<file path="src/rtl/fetch_pkg.sv">
// Shared definitions for the multicycle MIPS core: bus widths, reset/NOP
// defaults and the fetch-stage state encoding.
package cpu_defs;

  localparam int IF_ID_BUS_W = 64;
  localparam int JBR_BUS_W   = 33;

  localparam logic [31:0] RESET_PC_DEFAULT = 32'h0000_0000;
  localparam logic [31:0] NOP_INST_DEFAULT = 32'h0000_0000;

  typedef enum logic [1:0] {
    IDLE = 2'd0,
    WAIT = 2'd1,
    DONE = 2'd2
  } fetch_state_e;

endpackage

</file>
<file path="src/rtl/fetch_if_pc_next.sv">
// Next-PC selection: a live taken branch wins, then a remembered redirect,
// otherwise the sequential pc+4 (32-bit modulo).
module if_pc_next
  import cpu_defs::*;
(
  input  logic [31:0]          pc_i,
  input  logic                 jbr_valid_i,
  input  logic [JBR_BUS_W-1:0] jbr_bus_i,
  input  logic                 redirect_pend_i,
  input  logic [31:0]          redirect_tgt_i,
  output logic [31:0]          next_pc_o
);

  logic [31:0] seqPc;

  assign seqPc = pc_i + 32'd4;

  always_comb begin
    next_pc_o = seqPc;
    if (jbr_valid_i) begin
      next_pc_o = jbr_bus_i[32] ? jbr_bus_i[31:0] : seqPc;
    end else if (redirect_pend_i) begin
      next_pc_o = redirect_tgt_i;
    end
  end

endmodule

</file>
<file path="src/rtl/fetch.sv">
// Instruction fetch stage: owns the architectural PC, performs one
// req/rvalid memory read per fetch and hands {pc, inst} to decode.
module fetch
  import cpu_defs::*;
#(
  parameter logic [31:0] RESET_PC = RESET_PC_DEFAULT,
  parameter logic [31:0] NOP_INST = NOP_INST_DEFAULT
) (
  input  logic                   clk,
  input  logic                   rst,
  input  logic                   IF_valid,
  input  logic                   next_fetch,
  input  logic                   jbr_valid,
  input  logic [JBR_BUS_W-1:0]   jbr_bus,
  output logic                   inst_req,
  output logic [31:0]            inst_addr,
  input  logic [31:0]            inst_rdata,
  input  logic                   inst_rvalid,
  output logic                   IF_over,
  output logic [IF_ID_BUS_W-1:0] IF_ID_bus,
  output logic [31:0]            IF_pc,
  output logic                   IF_addr_err
);

  fetch_state_e           state_q;
  logic [31:0]            pc_q;
  logic                   redirect_pend_q;
  logic [31:0]            redirect_tgt_q;
  logic                   inst_req_q;
  logic                   if_over_q;
  logic                   addr_err_q;
  logic [IF_ID_BUS_W-1:0] if_id_bus_q;
  logic [31:0]            pc_d;

  if_pc_next u_pc_next (
    .pc_i           (pc_q),
    .jbr_valid_i    (jbr_valid),
    .jbr_bus_i      (jbr_bus),
    .redirect_pend_i(redirect_pend_q),
    .redirect_tgt_i (redirect_tgt_q),
    .next_pc_o      (pc_d)
  );

  // Redirect capture runs in every state; a next_fetch consumes it, so its
  // clear is placed later and overrides a same-cycle capture.
  always_ff @(posedge clk) begin
    if (rst) begin
      state_q         <= IDLE;
      pc_q            <= RESET_PC;
      redirect_pend_q <= 1'b0;
      redirect_tgt_q  <= 32'd0;
      inst_req_q      <= 1'b0;
      if_over_q       <= 1'b0;
      addr_err_q      <= 1'b0;
      if_id_bus_q     <= '0;
    end else begin
      if (jbr_valid) begin
        redirect_pend_q <= jbr_bus[32];
        if (jbr_bus[32]) begin
          redirect_tgt_q <= jbr_bus[31:0];
        end
      end

      unique case (state_q)
        IDLE: begin
          if (next_fetch) begin
            pc_q            <= pc_d;
            redirect_pend_q <= 1'b0;
          end else if (IF_valid) begin
            if (pc_q[1:0] == 2'b00) begin
              state_q    <= WAIT;
              inst_req_q <= 1'b1;
            end else begin
              // Misaligned PC: skip memory and hand decode a NOP flagged as an error.
              state_q     <= DONE;
              if_id_bus_q <= {pc_q, NOP_INST};
              addr_err_q  <= 1'b1;
              if_over_q   <= 1'b1;
            end
          end
        end

        WAIT: begin
          if (inst_rvalid) begin
            state_q     <= DONE;
            inst_req_q  <= 1'b0;
            if_id_bus_q <= {pc_q, inst_rdata};
            addr_err_q  <= 1'b0;
            if_over_q   <= 1'b1;
          end
        end

        DONE: begin
          state_q    <= IDLE;
          if_over_q  <= 1'b0;
          addr_err_q <= 1'b0;
          if (next_fetch) begin
            pc_q            <= pc_d;
            redirect_pend_q <= 1'b0;
          end
        end

        default: begin
          state_q    <= IDLE;
          inst_req_q <= 1'b0;
          if_over_q  <= 1'b0;
          addr_err_q <= 1'b0;
        end
      endcase
    end
  end

  assign inst_req    = inst_req_q;
  assign inst_addr   = pc_q;
  assign IF_over     = if_over_q;
  assign IF_ID_bus   = if_id_bus_q;
  assign IF_pc       = pc_q;
  assign IF_addr_err = addr_err_q;

endmodule

</file>
<file path="config.mk">
export PLATFORM = sky130hd
export DESIGN_NAME = fetch
export DESIGN_NICKNAME = d
export VERILOG_FILES = /design/src/rtl/fetch_pkg.sv /design/src/rtl/fetch_if_pc_next.sv /design/src/rtl/fetch.sv
export SDC_FILE = /design/constraint.sdc
export NUM_CORES = 1
export LEC_CHECK = 0
export ABC_CLOCK_PERIOD_IN_PS = 5500
export BUFFER_PORTS_ARGS = -buffer_cell sky130_fd_sc_hd__buf_2
export CORE_ASPECT_RATIO = 1.75
export CORE_MARGIN = 10
export CORE_UTILIZATION = 54
export CTS_CLUSTER_DIAMETER = 60
export CTS_CLUSTER_SIZE = 30
export DETAILED_ROUTE_END_ITERATION = 8
export PLACE_DENSITY = 0.85
export SLEW_MARGIN = 20
export SYNTH_ARGS = -nofsm -noshare
export SYNTH_HDL_FRONTEND = slang
export SYNTH_SLANG_ARGS = --single-unit
export TNS_END_PERCENT = 100
</file>
<file path="constraint.sdc">
create_clock -name clk -period 5.5 [get_ports clk]
set_clock_uncertainty 0.1 [all_clocks]
set_input_delay 0.55 -clock clk [delete_from_list [all_inputs] [get_ports clk]]
set_output_delay 0.55 -clock clk [all_outputs]
set_load 0.01 [all_outputs]
</file>
Word level (Yosys, flattened, before mapping)
Index checks and enable logic that the tools add are counted.
{ "totals": {"latchBits": 0, "reg_bits": 134, "romBits": 0, "input_bits": 71, "memories": 0, "out_inout_bits": 131, "wordCells": 54, "ram_bits": 0} }
{ "classes": {"mux": 27, "n_lt_le_gt_ge": 0, "shifts": 0, "n_addsub": 1, "eq_ne": 7, "div_mod_pow": 0, "n_reduce_logical": 10, "n_bitwise": 1, "n_mul": 0} }
{ "ops": {"columns": ["op", "n"], "rows": [
  ["64-bit 2-to-1 mux", 4],
  ["64-bit case mux with 2 select lines", 1],
  ["32-bit 2-to-1 mux", 3],
  ["32-bit by 3-bit adder with 32-bit output, second input constant", 1],
  ["1-bit 2-to-1 mux", 11],
  ["2-bit != test, second input constant", 5],
  ["5-bit AND reduction", 2],
  ["2-bit 2-to-1 mux", 4],
  ["2-bit zero test", 2],
  ["1-bit case mux with 2 select lines", 2],
  ["2-bit case mux with 2 select lines", 1],
  ["2-bit AND reduction", 2],
  ["4-bit AND reduction", 1],
  ["1-bit case mux with 3 select lines", 1],
  ["3-bit AND reduction", 1],
  ["2-bit by 1-bit == test with 1-bit output, second input constant", 1],
  ["2-bit == test, second input constant", 1],
  ["2-bit nonzero test", 1],
  ["2-bit OR reduction", 1],
  ["1-bit NOT", 1]
]} }

Depth between registers and ports, before layout
{ "logic_depth": {"ltp_word": 5, "ltp_mapped": 8, "mapped_depth_nobuf": 6} }

Hierarchy
From an unflattened synthesis, not the netlist that was laid out.
{ "hier_totals": {"cells_unflattened": 767, "area_unflattened_um2": 6575.1} }
{ "modules_own_cells": {"columns": ["module", "cells_per_inst", "seq_area_each_um2", "instances", "area_per_inst_um2"], "rows": [
  ["fetch", 560, 2682.6, 1, 5202.5],
  ["if_pc_next", 207, 0.0, 1, 1372.6]
]} }

Least setup slack after synthesis
OpenSTA, ideal clock, no wires.
{ "synth_path": {"path_type": "register to register", "start": "register pc_q[2] (netlist: IF_pc[2])", "end": "register pc_q[22] (netlist: IF_pc[22])", "setup_ps": 134, "slack_ps": 3512, "stages_incl_launch_ff": 7, "path_buffers": 0, "t_required_ps": 5266, "period_less_slack_ps": 1988, "arrival_ps": 1754, "cell_sequence": "dfxtp_1 -> ha_1 -> and3_2 -> nand3_2 -> or4_1 -> a21oi_1 -> a211oi_1"} }
{ "synth_via": {"elab_chain_cells": 3, "elab_cells_between_ends": 4, "cone_classes": "add/sub (1); mux (3)"} }
{ "synth_lines": {"columns": ["item", "line_no", "source"], "rows": [
  ["start: declaration", "fetch.sv:26", "logic [31:0] pc_q;"],
  ["start signal: assignment", "fetch.sv:67", "pc_q <= pc_d;"],
  ["start signal: assignment", "fetch.sv:98", "pc_q <= pc_d;"],
  ["32-bit by 3-bit adder with 32-bit output *", "fetch_if_pc_next.sv:16", "assign seqPc = pc_i + 32'd4;"],
  ["32-bit 2-to-1 mux (on tied branches)", "fetch_if_pc_next.sv:22, fetch_if_pc_next.sv:21", null],
  ["32-bit 2-to-1 mux *", "fetch_if_pc_next.sv:20", "if (jbr_valid_i) begin"]
]} }
Mark *: on every way between the ends. The rest lies on a longest branch, timed or not.
A chain may end at the register's enable or synchronous reset.

Worst setup path after layout
{ "layout_path": {"start": "register pc_q[2] (netlist: IF_pc[2])", "end": "register pc_q[18] (netlist: IF_pc[18])"} }
Same word-level chain as after synthesis.

==> run metrics <==
Post-CTS Setup Inserts=0; peak supply drop=0.293 mV; Period minus WS final=about 2.4 ns; Syn Inst Count=725; Mean Syn Cell Area=8.23 um^2; Iter 0 DRT Violations=~570; commonest non-fill, non-tap cell in the layout=buf_2; Bufs and invs on worst path=0; Vias/cell=around 5.8; CP arrival=2.63 ns; Num CTS Buffers=17; # IOs=~200; CP required=~5.7 ns; die outline height=around 160 um; hold slack=between 0.2 and 0.25 ns; antenna viol nets, final=0; CP Cell Sequence=ha_1 -> nand3_1 -> nor3_1 -> nand3_1 -> o31a_1 -> o32ai_1; DRC violations left=0; Die ar.=15,800 um^2; CTS sink cnt=approximately 130; Area Growth Syn to Fin=21.9%; clock latency on the worst-skew pair=about 0.42 ns; largest family of logic cells by synthesized area=compound AO/OA/AOI/OAI gates; CTS hold repair buffers=0; Final HPWL DP=between 10,000 and 15,000 um; CTS resizes=0; most frequent CP cell=nand3_1; Worst-path clk slew=about 0.06 ns; GPL Wtd Cong=~0.86; PD cells=~330 nW/um^2; via count=approximately 5,900; Syn Nets=between 700 and 800; initial antenna violation count=0; largest net degree at the start of global routing=68; Setup TNS=0 ns; multiplexer share of the synthesized area=1.03%; Synth warnings=0; status=complete, no violations; Peak Freq=~0.42 GHz; Post-synth EDFFs=0; synth unique cells=64; core area=roughly 11,000 um^2; Post-Route WL=around 19,000 um; Post-Synth Simple-Gate Area=between 20 and 25%; initial core utilization=~55%; CP top delay family=simple AND/OR/NAND/NOR gates; asr flop ratio synth=0%; row count=50; worst-margin pin slew=roughly 0.84 ns; met3 GRT Util=6.64%; setup violators final=0; Synth Area in Compound Gates=about 22%; Max transition margin=between 40% and 50%; H-tree depth=4; CTS tree=done; M1 GR Usage=25.9%; slowest stage delay, CP=roughly 0.73 ns; post-synthesis sequential area ratio=between 40% and 50%; DRT Pass-1 Iters=7; CP endpoint kind=register; Synth Flop Type=dfxtp_1; DR WL/cell=approximately 18 um; met2 usage=a little under two fifths; fillcell total=a little over 900; final hold viol count=0; crit path kind=register to register; RSZ-0062 raised after global routing=false; #FFs+latches synth=~130; gr ovfl total=0; Pleak=around 3.1 nW; first-pass GRT wire length=about 30,000 um; Cell Area, Synth=between 5000 and 6000 um^2; most frequent cells in the layout=200 x buf_2, 175 x nand2_1, 134 x dfxtp_1; slowest stage cell, crit path=nor3_1; Die Span X=slightly below 100 um; Post-Synth Adder-Cell Area=less than 1%; Slew Viols, Final=0; Clock Path Buffers=2; period utilisation layout=around 44%; GR Util All Layers=a little under a quarter; busiest grt layer=met2; Synth Area in XOR/XNOR=less than 1%; Hold Crit Class=input port to register; crit path launch type=register; CTS Root Cell=clkbuf_16; IO Port Bufs=around 200; share of layout cells above drive strength 1=~30%; antenna diode count=0; nets=940; vias in the first global route=between 5,000 and 6,000; Max Cap Violations=0; maximum net fanout on the critical path=9
## where the power goes
| group | switching, mW | internal (mW) |
|---|---|---|
| sequential | 0.0488 | 1.00 |
| combinational | 0.143 | 0.0876 |
| clock | 0.465 | 0.682 |
## synthesized netlist by cell type (6+ instances only)
cell | n | share of area [%]
buf_4 | 36 | 4.5
o211ai_1 | 7 | 0.88
clkbuf_1 | 26 | 1.6
o21ai_0 | 23 | 1.9
a21oi_1 | 99 | 8.3
nor3_1 | 14 | 1.2
dfxtp_1 | 134 | 45
buf_6 | 7 | 1.3
buf_2 | 11 | 0.92
nand3_1 | 20 | 1.7
a22oi_1 | 7 | 0.88
nand4_1 | 6 | 0.63
nand2_1 | 176 | 11
a22o_1 | 32 | 4.7
a31oi_1 | 7 | 0.73
nor2_1 | 29 | 1.8
## stage by stage
stage,area (um^2),utilization [%],total power [mW],cells,setup slack [ns]
after global placement,6660,61.9,1.29,979,2.81
after global routing,7270,67.6,2.52,1011,2.91
after floorplan,5960,-,1.22,725,3.51
final,7270,67.6,2.43,1011,3.09
after CTS,7260,67.5,2.44,1011,3.18
after detailed placement,6670,62.0,1.30,979,3.00
## cell type report
cell class	instances	area [um^2]	area share [%]
Sequential cell	134	2680	36.9
Inverter	3	11.3	0.155
Timing Repair Buffer	209	1070	14.7
Clock inverter	14	166	2.29
Tap cell	130	163	2.24
Clock buffer	18	429	5.90
Multi-Input combinational cell	503	2750	37.8
## cells by family (layout without fill, tap and decap cells)
| logic type | after synthesis | after routing |
|---|---|---|
| simple gates | 286 | 286 |
| compound gates | 209 | 209 |
| flops | 134 | 134 |
| buf+inv | 88 | 244 |
| mux | 6 | 6 |
| fa+ha+maj | 1 | 1 |
| xor+xnor | 1 | 1 |
## routing by layer
metal  vias up  wire length (um)
met5         -                 0
met4         0               599
met3        58              1610
met2       289              9240
met1      2709              7210
li1       2815                 -
## state kept, by name, indices dropped and copies added (netlist names)
signal           flops
redirect_pend_q      1
redirect_tgt_q      32
inst_req             1
IF_ID_bus           64
state_q              2
IF_over              1
IF_addr_err          1
IF_pc               32
## worst paths after layout
check                        startpoint                         end  slack, ns  cells after the start
min reg2reg  IF_ID_bus[33]$_SDFFE_PP0P_  IF_ID_bus[33]$_SDFFE_PP0P_       0.35                      2
max               IF_pc[2]$_SDFFE_PP0P_      IF_pc[18]$_SDFFE_PP0P_       3.09                      6
max reg2reg       IF_pc[2]$_SDFFE_PP0P_      IF_pc[18]$_SDFFE_PP0P_       3.09                      6
min                      inst_rdata[23]  IF_ID_bus[23]$_SDFFE_PP0P_       0.23                      2
Note: power is estimated with default switching activity, not from simulation.
